**src/rtl/pong_game_ctrl.sv**
```systemverilog
// Pong game controller: game-state FSM, pause timer, lives counter and BCD score.
// Every output is a flop; next values are computed in a single always_comb.
module pong_game_ctrl #(
   parameter int LIVES        = 3,
   parameter int TIMER_FRAMES = 120
) (
   input  logic       clk,
   input  logic       reset,
   input  logic       frame_tick,
   input  logic [1:0] btn,
   input  logic       hit,
   input  logic       miss,
   output logic [1:0] state,
   output logic       graph_still,
   output logic       ball_reload,
   output logic       timer_up,
   output logic [1:0] lives,
   output logic [3:0] score_tens,
   output logic [3:0] score_ones
);

   typedef enum logic [1:0] {
      ST_NEWGAME = 2'b00,
      ST_PLAY    = 2'b01,
      ST_NEWBALL = 2'b10,
      ST_OVER    = 2'b11
   } state_t;

   localparam logic [1:0] LIVES_INIT = 2'(LIVES);
   localparam logic [6:0] TIMER_INIT = 7'(TIMER_FRAMES);

   state_t     state_q, state_d;
   logic [6:0] timer_q, timer_d;
   logic       timer_up_q, timer_up_d;
   logic [1:0] lives_q, lives_d;
   logic [3:0] tens_q, tens_d;
   logic [3:0] ones_q, ones_d;
   logic       graph_still_q, graph_still_d;
   logic       reload_pend_q, reload_pend_d;
   logic       ball_reload_q, ball_reload_d;
   logic       timer_load;
   logic       pressed;

   assign pressed = (btn != 2'b00);

   always_comb begin
      state_d       = state_q;
      timer_d       = timer_q;
      lives_d       = lives_q;
      tens_d        = tens_q;
      ones_d        = ones_q;
      reload_pend_d = 1'b0;
      ball_reload_d = reload_pend_q;
      timer_load    = 1'b0;

      if (frame_tick && (timer_q != '0)) begin
         timer_d = timer_q - 7'd1;
      end

      unique case (state_q)
         ST_NEWGAME: begin
            lives_d = LIVES_INIT;
            tens_d  = '0;
            ones_d  = '0;
            if (pressed) begin
               state_d       = ST_PLAY;
               reload_pend_d = 1'b1;
            end
         end
         ST_PLAY: begin
            // A miss outranks a coincident hit; the hit is simply dropped.
            if (miss) begin
               timer_load = 1'b1;
               if (lives_q > 2'd1) begin
                  lives_d = lives_q - 2'd1;
                  state_d = ST_NEWBALL;
               end else begin
                  lives_d = '0;
                  state_d = ST_OVER;
               end
            end else if (hit) begin
               if (ones_q == 4'd9) begin
                  ones_d = '0;
                  tens_d = (tens_q == 4'd9) ? 4'd0 : tens_q + 4'd1;
               end else begin
                  ones_d = ones_q + 4'd1;
               end
            end
         end
         ST_NEWBALL: begin
            if (timer_up_q && pressed) begin
               state_d       = ST_PLAY;
               reload_pend_d = 1'b1;
            end
         end
         ST_OVER: begin
            if (timer_up_q) begin
               state_d = ST_NEWGAME;
               lives_d = LIVES_INIT;
               tens_d  = '0;
               ones_d  = '0;
            end
         end
      endcase

      // Loading wins over a frame_tick arriving in the same cycle.
      if (timer_load) begin
         timer_d = TIMER_INIT;
      end

      timer_up_d    = (timer_d == '0);
      graph_still_d = (state_d != ST_PLAY);
   end

   always_ff @(posedge clk) begin
      if (reset) begin
         state_q       <= ST_NEWGAME;
         timer_q       <= '0;
         timer_up_q    <= 1'b1;
         lives_q       <= LIVES_INIT;
         tens_q        <= '0;
         ones_q        <= '0;
         graph_still_q <= 1'b1;
         reload_pend_q <= 1'b0;
         ball_reload_q <= 1'b0;
      end else begin
         state_q       <= state_d;
         timer_q       <= timer_d;
         timer_up_q    <= timer_up_d;
         lives_q       <= lives_d;
         tens_q        <= tens_d;
         ones_q        <= ones_d;
         graph_still_q <= graph_still_d;
         reload_pend_q <= reload_pend_d;
         ball_reload_q <= ball_reload_d;
      end
   end

   assign state       = state_q;
   assign graph_still = graph_still_q;
   assign ball_reload = ball_reload_q;
   assign timer_up    = timer_up_q;
   assign lives       = lives_q;
   assign score_tens  = tens_q;
   assign score_ones  = ones_q;

endmodule

```
**config.mk**
```make
export PLATFORM = sky130hd
export DESIGN_NAME = pong_game_ctrl
export DESIGN_NICKNAME = d
export VERILOG_FILES = /design/src/rtl/pong_game_ctrl.sv
export SDC_FILE = /design/constraint.sdc
export NUM_CORES = 1
export LEC_CHECK = 0
export CAP_MARGIN = 20
export CORE_UTILIZATION = 52
export DETAILED_ROUTE_END_ITERATION = 6
export GPL_TIMING_DRIVEN = 1
export PLACE_DENSITY = 0.8
export SLEW_MARGIN = 5
export SYNTH_ARGS = -nofsm -noshare
export SYNTH_HDL_FRONTEND = slang
export SYNTH_SLANG_ARGS = --single-unit
```
**constraint.sdc**
```tcl
create_clock -name clk -period 3.09 [get_ports clk]
set_clock_uncertainty 0.05 [all_clocks]
set_input_delay 0.7725 -clock clk [delete_from_list [all_inputs] [get_ports clk]]
set_output_delay 0.7725 -clock clk [all_outputs]
set_load 0.01 [all_outputs]
```
==> impl.org, run 1 <==
** Flow run
- Number of max-cap violations :: 0

** Layout
- The layout has 164 filler cells.
- After the last flow step, the layout net total stands at 171.
- 0 antenna diodes ended up in the layout.
- Combined area of the multi-input logic cells :: 624 µm²
- Cells with a size suffix above 1 make up 7.01% of the layout.
- Area growth from synthesis to layout :: 25.1%
- Summing all flip-flop and latch instances after layout gives 460 µm².

** Floorplan
- 22 I/O pins were placed.
- Effective utilization at floorplan :: 56.1%
- The die is 48.5 µm tall.
- The core region is 2000 µm².
- The floorplan step defined a die boundary enclosing 2350 µm².
- The die is 48.5 µm wide.
- In this run the core area contains 16 standard-cell rows.

** Logic synthesis
- Sorting the synthesized cells by how often they occur yields 23 x sky130_fd_sc_hd__dfxtp_1, 16 x sky130_fd_sc_hd__nor2_1, 10 x sky130_fd_sc_hd__nand2_1, 9 x sky130_fd_sc_hd__a21oi_1, 9 x sky130_fd_sc_hd__inv_1.
- Share of the synthesized area in the top cell type :: 41.0%
- Of the synthesized area, sequential elements account for 41.0%.
- The largest total area in the synthesized netlist belongs to sky130_fd_sc_hd__dfxtp_1.
- Flops & latches, synth :: 23
- For this run, asynchronously set or reset flops after synthesis account for 0%.
- The most used flip-flop cell after synthesis is sky130_fd_sc_hd__dfxtp_1.
- After synthesis, the mean cell area works out to 8.57 µm².
- Syn_nets :: 144
- Area of the mapped netlist :: 1120 µm²
- Number of distinct library cell variants in the gate-level netlist after synthesis :: 39
- Number of flops mapped to enable cells by yosys :: 0
- Yosys printed 0 warnings.
- In the post-synthesis netlist, the biggest area contributors are sky130_fd_sc_hd__dfxtp_1 41%, sky130_fd_sc_hd__ha_1 6.7%, sky130_fd_sc_hd__nor2_1 5.4%.
- Cell count after synthesis :: 131
- Yosys instantiated no cell more often than sky130_fd_sc_hd__dfxtp_1.

** Global route
- Total routing usage reported by global routing :: 21.2%
- Entering global routing, the biggest net connects 17 pins.
- Global-route wire length before repair :: 3880 µm
- The total overflow left after global routing is 0.
- Initial antenna violation count :: 0
- The number of global-route vias before repair came to 941.

** CTS
- No sink is reached through more buffers than the 2 on the longest clock path.
- After clock tree synthesis, the clock-pin slew on the worst setup and hold paths is 0.13 ns.
- The root buffer cell chosen for the clock tree is sky130_fd_sc_hd__clkbuf_4.
- Maximum level of the CTS H-tree :: 1
- TritonCTS built the clock tree.
- Number of gates given a new drive strength after cts :: 0
- Clock tree synthesis inserted a total of 3 buffers.
- In this run, post-CTS hold repair placed 0 buffers.
- Clock tree synthesis found a total of 23 sinks.
- Setup Fix Bufs, Post-CTS :: 0
- Skew-Pair Late Insertion Delay :: 0.31 ns

** Routing
- Routed vias :: 996
- Mean routed wirelength per cell :: 12.4 µm
- Dividing the detail-routed via count by the number of cells gives 5.41.
- The first routing iteration left 18 violations.
- Number of optimization iterations in the first detailed-route pass :: 4
- After detailed routing, the total wire length is 2290 µm.
- Number of nets with antenna violations after routing :: 0
- In the routed design, unresolved DRC markers number 0.

** Worst setup path
- The critical path is of the in2reg type.
- Startpoint kind of the worst setup timing path :: input port
- Req. time, crit path :: 3.26 ns
- Largest stage delay, worst path :: 0.48 ns
- The critical path goes through clkdlybuf4s50_1, or3b_1, a21o_1, a211oi_1, nor2_1, a41o_1.
- Data on the critical path arrives at its endpoint at 2.46 ns.
- Together, buffers and inverters on the worst path number 1.
- Grouping stages by cell kind, the critical path spends the most delay in compound AO/OA/AOI/OAI gates.
- Critical Path Sink Type :: register
- Slowest CP cell :: sky130_fd_sc_hd__clkdlybuf4s50_1
- Largest fanout on the critical path :: 5

** Power
- Across the VDD grid, the largest voltage drop is 425 µV.
- The analysis attributes to cell leakage a power of 0.552 nW.
- Power spread over the standard cell area amounts to 674 nW/µm².

** Status
- The run finished with clean final reports.

** STA
- On the final layout, the worst hold slack is 0.404 ns.
- Counting I/O delays and the setup requirement, the final critical path takes 2.30 ns.
- The max-slew violation total from the final report came to 0.
- Max-Slew Margin vs Limit :: 64.6%
- Setup TNS :: 0 ns
- Fmax :: 0.435 GHz
- The number of hold-slack violations in the final timing report is 0.
- For the pin with the worst max-slew slack, the measured transition is 0.529 ns.
- Final setup violation count :: 0
- Final critical-path share of the clock period :: 74.3%
- Setup repair after global routing missed its margin :: false

** Place
- The congestion estimate from routability-driven global placement came to 0.859.
- Half-perimeter wire length of the detailed placement result :: 1720 µm
- Number of I/O port buffers :: 21

** Min path
- Min-Delay Path Class :: reg2reg
## cells by family after synthesis
group	count (synthesis)	share of synthesized area, %
simple gates	52	24.3
xor+xnor	7	5.46
compound gates	33	19.2
fa+ha+maj	6	6.69
buf+inv	10	3.34
flops	23	41.0
## final cells by class
| type | count | area share, % |
|---|---|---|
| repair buffers | 23 | 16.0 |
| clock buffers | 4 | 1.87 |
| multi-input cells | 98 | 44.5 |
| well taps | 27 | 2.41 |
| flip-flops and latches | 23 | 32.8 |
| inverters | 9 | 2.41 |
## metal layers
layer | track usage [%] | vias to the layer above | wire length (µm)
li1 | - | 514 | -
met1 | 23.9 | 458 | 1070
met2 | 39.7 | 20 | 1120
met3 | 3.77 | 4 | 74
met4 | 7.35 | 0 | 30
met5 | 0 | - | 0
## power breakdown
| part | internal, W | total (W) | switching, W |
|---|---|---|---|
| combinational | 0.000187 | 0.000392 | 0.000205 |
| clock | 0.0000505 | 0.000142 | 0.0000916 |
| sequential | 0.000351 | 0.000412 | 0.0000608 |
## registers in the layout, indices dropped and copies added (netlist names), 2 cells and up
name,cells
lives,2
score_ones,4
score_tens,4
state,2
timer_q,7
## final timing paths
path	slack, ns	endpoint	startpoint	depth (start not counted)
worst max register to register	1.16	timer_up$_SDFF_PP1_	timer_q[0]$_SDFF_PP0_	7
worst min register to register	0.40	ball_reload$_SDFF_PP0_	ball_reload_d$_SDFF_PP0_	1
worst min-delay path	0.40	ball_reload$_SDFF_PP0_	ball_reload_d$_SDFF_PP0_	1
worst max-delay path	0.79	timer_up$_SDFF_PP1_	frame_tick	6
## metrics by stage
| stage | area (µm²) | total power, W | std cells | util [%] | worst slack, ns |
|---|---|---|---|---|---|
| 3_5_place_dp | 1380 | 0.000807 | 180 | 68.8 | 0.455 |
| 6_report | 1400 | 0.000946 | 184 | 70.1 | 0.793 |
| 4_1_cts | 1400 | 0.000948 | 184 | 70.1 | 0.802 |
| 5_1_grt | 1400 | 0.00102 | 184 | 70.1 | 0.749 |
| 3_3_place_gp | 1380 | 0.000787 | 180 | 68.8 | 0.540 |
| 2_1_floorplan | 1120 | 0.000691 | 131 | - | 1.09 |
## layout by cell type (no fill, tap or decap), types with 2 or more instances in the layout
cell                              netlist  routed
sky130_fd_sc_hd__nor2_1                16      16
sky130_fd_sc_hd__a211oi_1               4       4
sky130_fd_sc_hd__nand2b_1               2       2
sky130_fd_sc_hd__clkbuf_4               0       3
sky130_fd_sc_hd__clkdlybuf4s50_1        0      21
sky130_fd_sc_hd__nand2_1               10      10
sky130_fd_sc_hd__nor2b_1                3       3
sky130_fd_sc_hd__a21o_1                 2       2
sky130_fd_sc_hd__inv_1                  9       9
sky130_fd_sc_hd__ha_1                   6       6
sky130_fd_sc_hd__dfxtp_1               23      23
sky130_fd_sc_hd__o21ai_0                8       8
sky130_fd_sc_hd__xnor2_1                3       3
sky130_fd_sc_hd__nor3_1                 6       6
sky130_fd_sc_hd__xor2_1                 4       4
sky130_fd_sc_hd__nand3_1                2       2
sky130_fd_sc_hd__buf_4                  0       2
sky130_fd_sc_hd__a21oi_1                9       9
## worst register-to-register path, delay by kind of cell, from the launching register on
family                   cells  cell delay (ns)
AO/OA/AOI/OAI                3             0.61
adder cells (fa/ha/maj)      1             0.21
buffers and inverters        1             0.13
flip-flops                   1             0.34
AND/OR/NAND/NOR              2             0.54
(Power assumes the default switching activity.)
==> run 2: changes to the inputs <==
--- a/config.mk
+++ b/config.mk
@@ -6,10 +6,10 @@
 export NUM_CORES = 1
 export LEC_CHECK = 0
 export CAP_MARGIN = 20
-export CORE_UTILIZATION = 52
+export CORE_UTILIZATION = 50
 export DETAILED_ROUTE_END_ITERATION = 6
 export GPL_TIMING_DRIVEN = 1
-export PLACE_DENSITY = 0.8
+export PLACE_DENSITY = 0.78
 export SLEW_MARGIN = 5
 export SYNTH_ARGS = -nofsm -noshare
 export SYNTH_HDL_FRONTEND = slang
==> constraint.sdc (replaced) <==
create_clock -name clk -period 2.4 [get_ports clk]
set_clock_uncertainty 0.05 [all_clocks]
set_input_delay 0.6 -clock clk [delete_from_list [all_inputs] [get_ports clk]]
set_output_delay 0.6 -clock clk [all_outputs]
set_load 0.01 [all_outputs]
==> run 2 against run 1 <==
Hold slack improved by 0.0097 ns; worst setup slack lost 0.51 ns; combinational power up 30%; first-iteration DRC count rose by 11%; wire length decreased by 0.44%; highest routed layer is now met3.
==> impl.org, run 2 (synthesized netlist as in run 1, its figures left out) <==
** Global route
- The initial antenna violation count came to 0 (unchanged).
- The total congestion overflow is 0 (unchanged).
- Vias in the first global route :: 1001 (+6.4%)
- Total routing usage reported by global routing :: 21.5% (+0.37 points)
- The first-pass GRT wire length was 4130 µm (+6.4%).
- Maximum number of pins on one net before global-route repair :: 16 (-1)

** Place
- Half-perimeter wire length of the detailed placement result :: 1740 µm (+1.4%)
- The count of buffers from port buffering was 21 (unchanged).
- GPL Wtd Cong :: 0.864 (+0.61%)

** CTS
- Number of gates given a new drive strength after cts :: 0 (unchanged)
- The clock net sink count came to 23 (unchanged).
- Clock tree buffer depth :: 2 (unchanged)
- Clk pin slew, worst setup/hold paths :: 0.12 ns (about the same)
- Skew-Pair Late Insertion Delay :: 0.30 ns (about the same)
- Setup Fix Bufs, Post-CTS :: 0 (unchanged)
- Hold bufs inserted after CTS :: 0 (unchanged)
- Clock tree from TritonCTS :: done
- The number of H-tree levels came to 1 (unchanged).
- Clk Tree Root Cell :: sky130_fd_sc_hd__clkbuf_4
- The number of buffers created by CTS came to 3 (unchanged).

** Layout
- The antenna cell count is 0 (unchanged).
- The total of fill cells in the finished design is 173 (+5.5%).
- The top cell types in the final layout, fill and taps aside, are 23 x sky130_fd_sc_hd__dfxtp_1, 21 x sky130_fd_sc_hd__clkdlybuf4s50_1, 16 x sky130_fd_sc_hd__nor2_1, 10 x sky130_fd_sc_hd__nand2_1.
- Area growth from synthesis to layout :: 26.4%
- More flip-flops sit in one register than any other, and that register is timer_q.
- The net count reported at finish came to 173 (+1.2%).
- Most common cell after layout, fill and taps aside :: sky130_fd_sc_hd__dfxtp_1
- The share of final-layout standard cells stronger than drive strength 1 was 8.18% (+1.2 points).
- Number of flip-flops under the largest register name :: 7 (unchanged)

** Routing
- The post-detailed-route via-to-cell ratio was 5.32 (-1.7%).
- First-iteration detailed-routing DRC count :: 20 (+2)
- Drt total wl :: 2280 µm (-0.44%)
- The number of nets with antenna violations after routing was 0 (unchanged).
- The first-pass detailed-route iteration total is 4 (unchanged).
- The final routed DRC violation total came to 0 (unchanged).
- The number of vias after detailed routing is 990 (-0.60%).
- Mean routed wirelength per cell :: 12.3 µm (-1.5%)

** Min path
- Min-Delay Path Class :: reg2reg

** Power
- Power Total :: 0.00122 W (+29%)
- Power density relative to cell area :: 857 nW/µm² (+27%)
- Leakage component of the power :: 0.561 nW (+1.7%)
- The peak ir drop on the vdd network is 476 µV (+12%).

** Worst setup path
- Largest fanout on the critical path :: 5 (unchanged)
- Critical Path Sink Type :: register
- By startpoint and endpoint, the worst setup path is classified as in2reg.
- Req. time, crit path :: 2.56 ns (-0.70 ns)
- Startpoint kind of the worst setup timing path :: input port
- The worst path arrival time came to 2.28 ns (-0.18 ns).

** STA
- Static timing analysis puts the maximum clock frequency at 0.472 GHz.
- Max-Slew Margin vs Limit :: 64.8% (+0.17 points)
- The measured slew at the worst slew-check pin came to 0.524 ns (-0.00527 ns).
- After layout, the minimum clock period comes to 2.12 ns.
- Minimum hold slack :: 0.414 ns (+0.00967 ns)
- Setup repair after global routing left no endpoint under its margin.
- The number of hold-slack violations in the final timing report came to 0 (unchanged).
- Slew Limit Fails :: 0 (unchanged)
- Of the available clock period, the critical path in the final layout requires 88.3%.
- The number of endpoints failing setup at the final stage was 0 (unchanged).

** Floorplan
- Boundary pin count :: 22 (unchanged)
- Effective utilization at floorplan :: 55.0% (-1.1 points)
- Width of the die :: 49.4 µm (+1.9%)
- Die area :: 2440 µm² (+3.8%)
- The number of cell rows was 16 (unchanged).
- Die Ht :: 49.4 µm (+1.9%)
- Core outline area :: 2040 µm² (+2.0%)

** Status
- The run finished with clean final reports.

** Flow run
- Number of max-cap violations :: 0 (unchanged)
run 2: cell types whose count changed in the layout (fill, tap and decap cells not counted), sizes merged:
cell	previous run	this run
buf	2	4
run 2: path summary, 6_finish.rpt:
| kind | to | startpoint | cells after the start | slack, ns |
|---|---|---|---|---|
| min | ball_reload$_SDFF_PP0_ | ball_reload_d$_SDFF_PP0_ | 1 | 0.41 |
| max reg2reg | timer_up$_SDFF_PP1_ | timer_q[0]$_SDFF_PP0_ | 7 | 0.47 |
| min reg2reg | ball_reload$_SDFF_PP0_ | ball_reload_d$_SDFF_PP0_ | 1 | 0.41 |
| max | timer_up$_SDFF_PP1_ | frame_tick | 6 | 0.28 |
run 2: routing by layer:
| metal | wire length (µm) | share of wire, % | GRT usage (%) |
|---|---|---|---|
| met1 | 1110 | 49 | 26.9 |
| met5 | 0 | 0 | 0 |
| met4 | 0 | 0 | 4.76 |
| met2 | 1100 | 48 | 37.0 |
| met3 | 65 | 2.9 | 5.61 |
run 2: per-stage QoR:
step	std cells	utilization (%)	area [µm²]	TNS, ns	worst slack [ns]
4_1_cts	186	69.5	1420	0	0.293
3_5_place_dp	182	68.2	1390	-0.0384	-0.0384
5_1_grt	186	69.5	1420	0	0.218
2_1_floorplan	131	-	1120	0	0.569
6_report	186	69.5	1420	0	0.282
3_3_place_gp	182	68.2	1390	0	0.0278
run 2: final cells by class:
type,count,area (µm²),share of cell area [%]
multi-input combinational,98,624,44.0
sequential,23,460,32.5
timing repair buffer,25,240,16.9
inverter,9,33.8,2.38
tap,27,33.8,2.38
clock buffer,4,26.3,1.85
run 2: worst max-delay path: stages:
cell and delay, ns:
sky130_fd_sc_hd__clkdlybuf4s50_1 0.48, sky130_fd_sc_hd__or3b_1 0.41, sky130_fd_sc_hd__nor4_1 0.25, sky130_fd_sc_hd__xor2_1 0.21
sky130_fd_sc_hd__nor2_1 0.07, sky130_fd_sc_hd__a41o_1 0.25
run 2: power by group:
group          total (W)  switching, W  internal (W)
Clock           0.000177      0.000112     0.0000648
Sequential      0.000532     0.0000801      0.000452
Combinational   0.000508      0.000258      0.000250
Total            0.00122      0.000449      0.000767
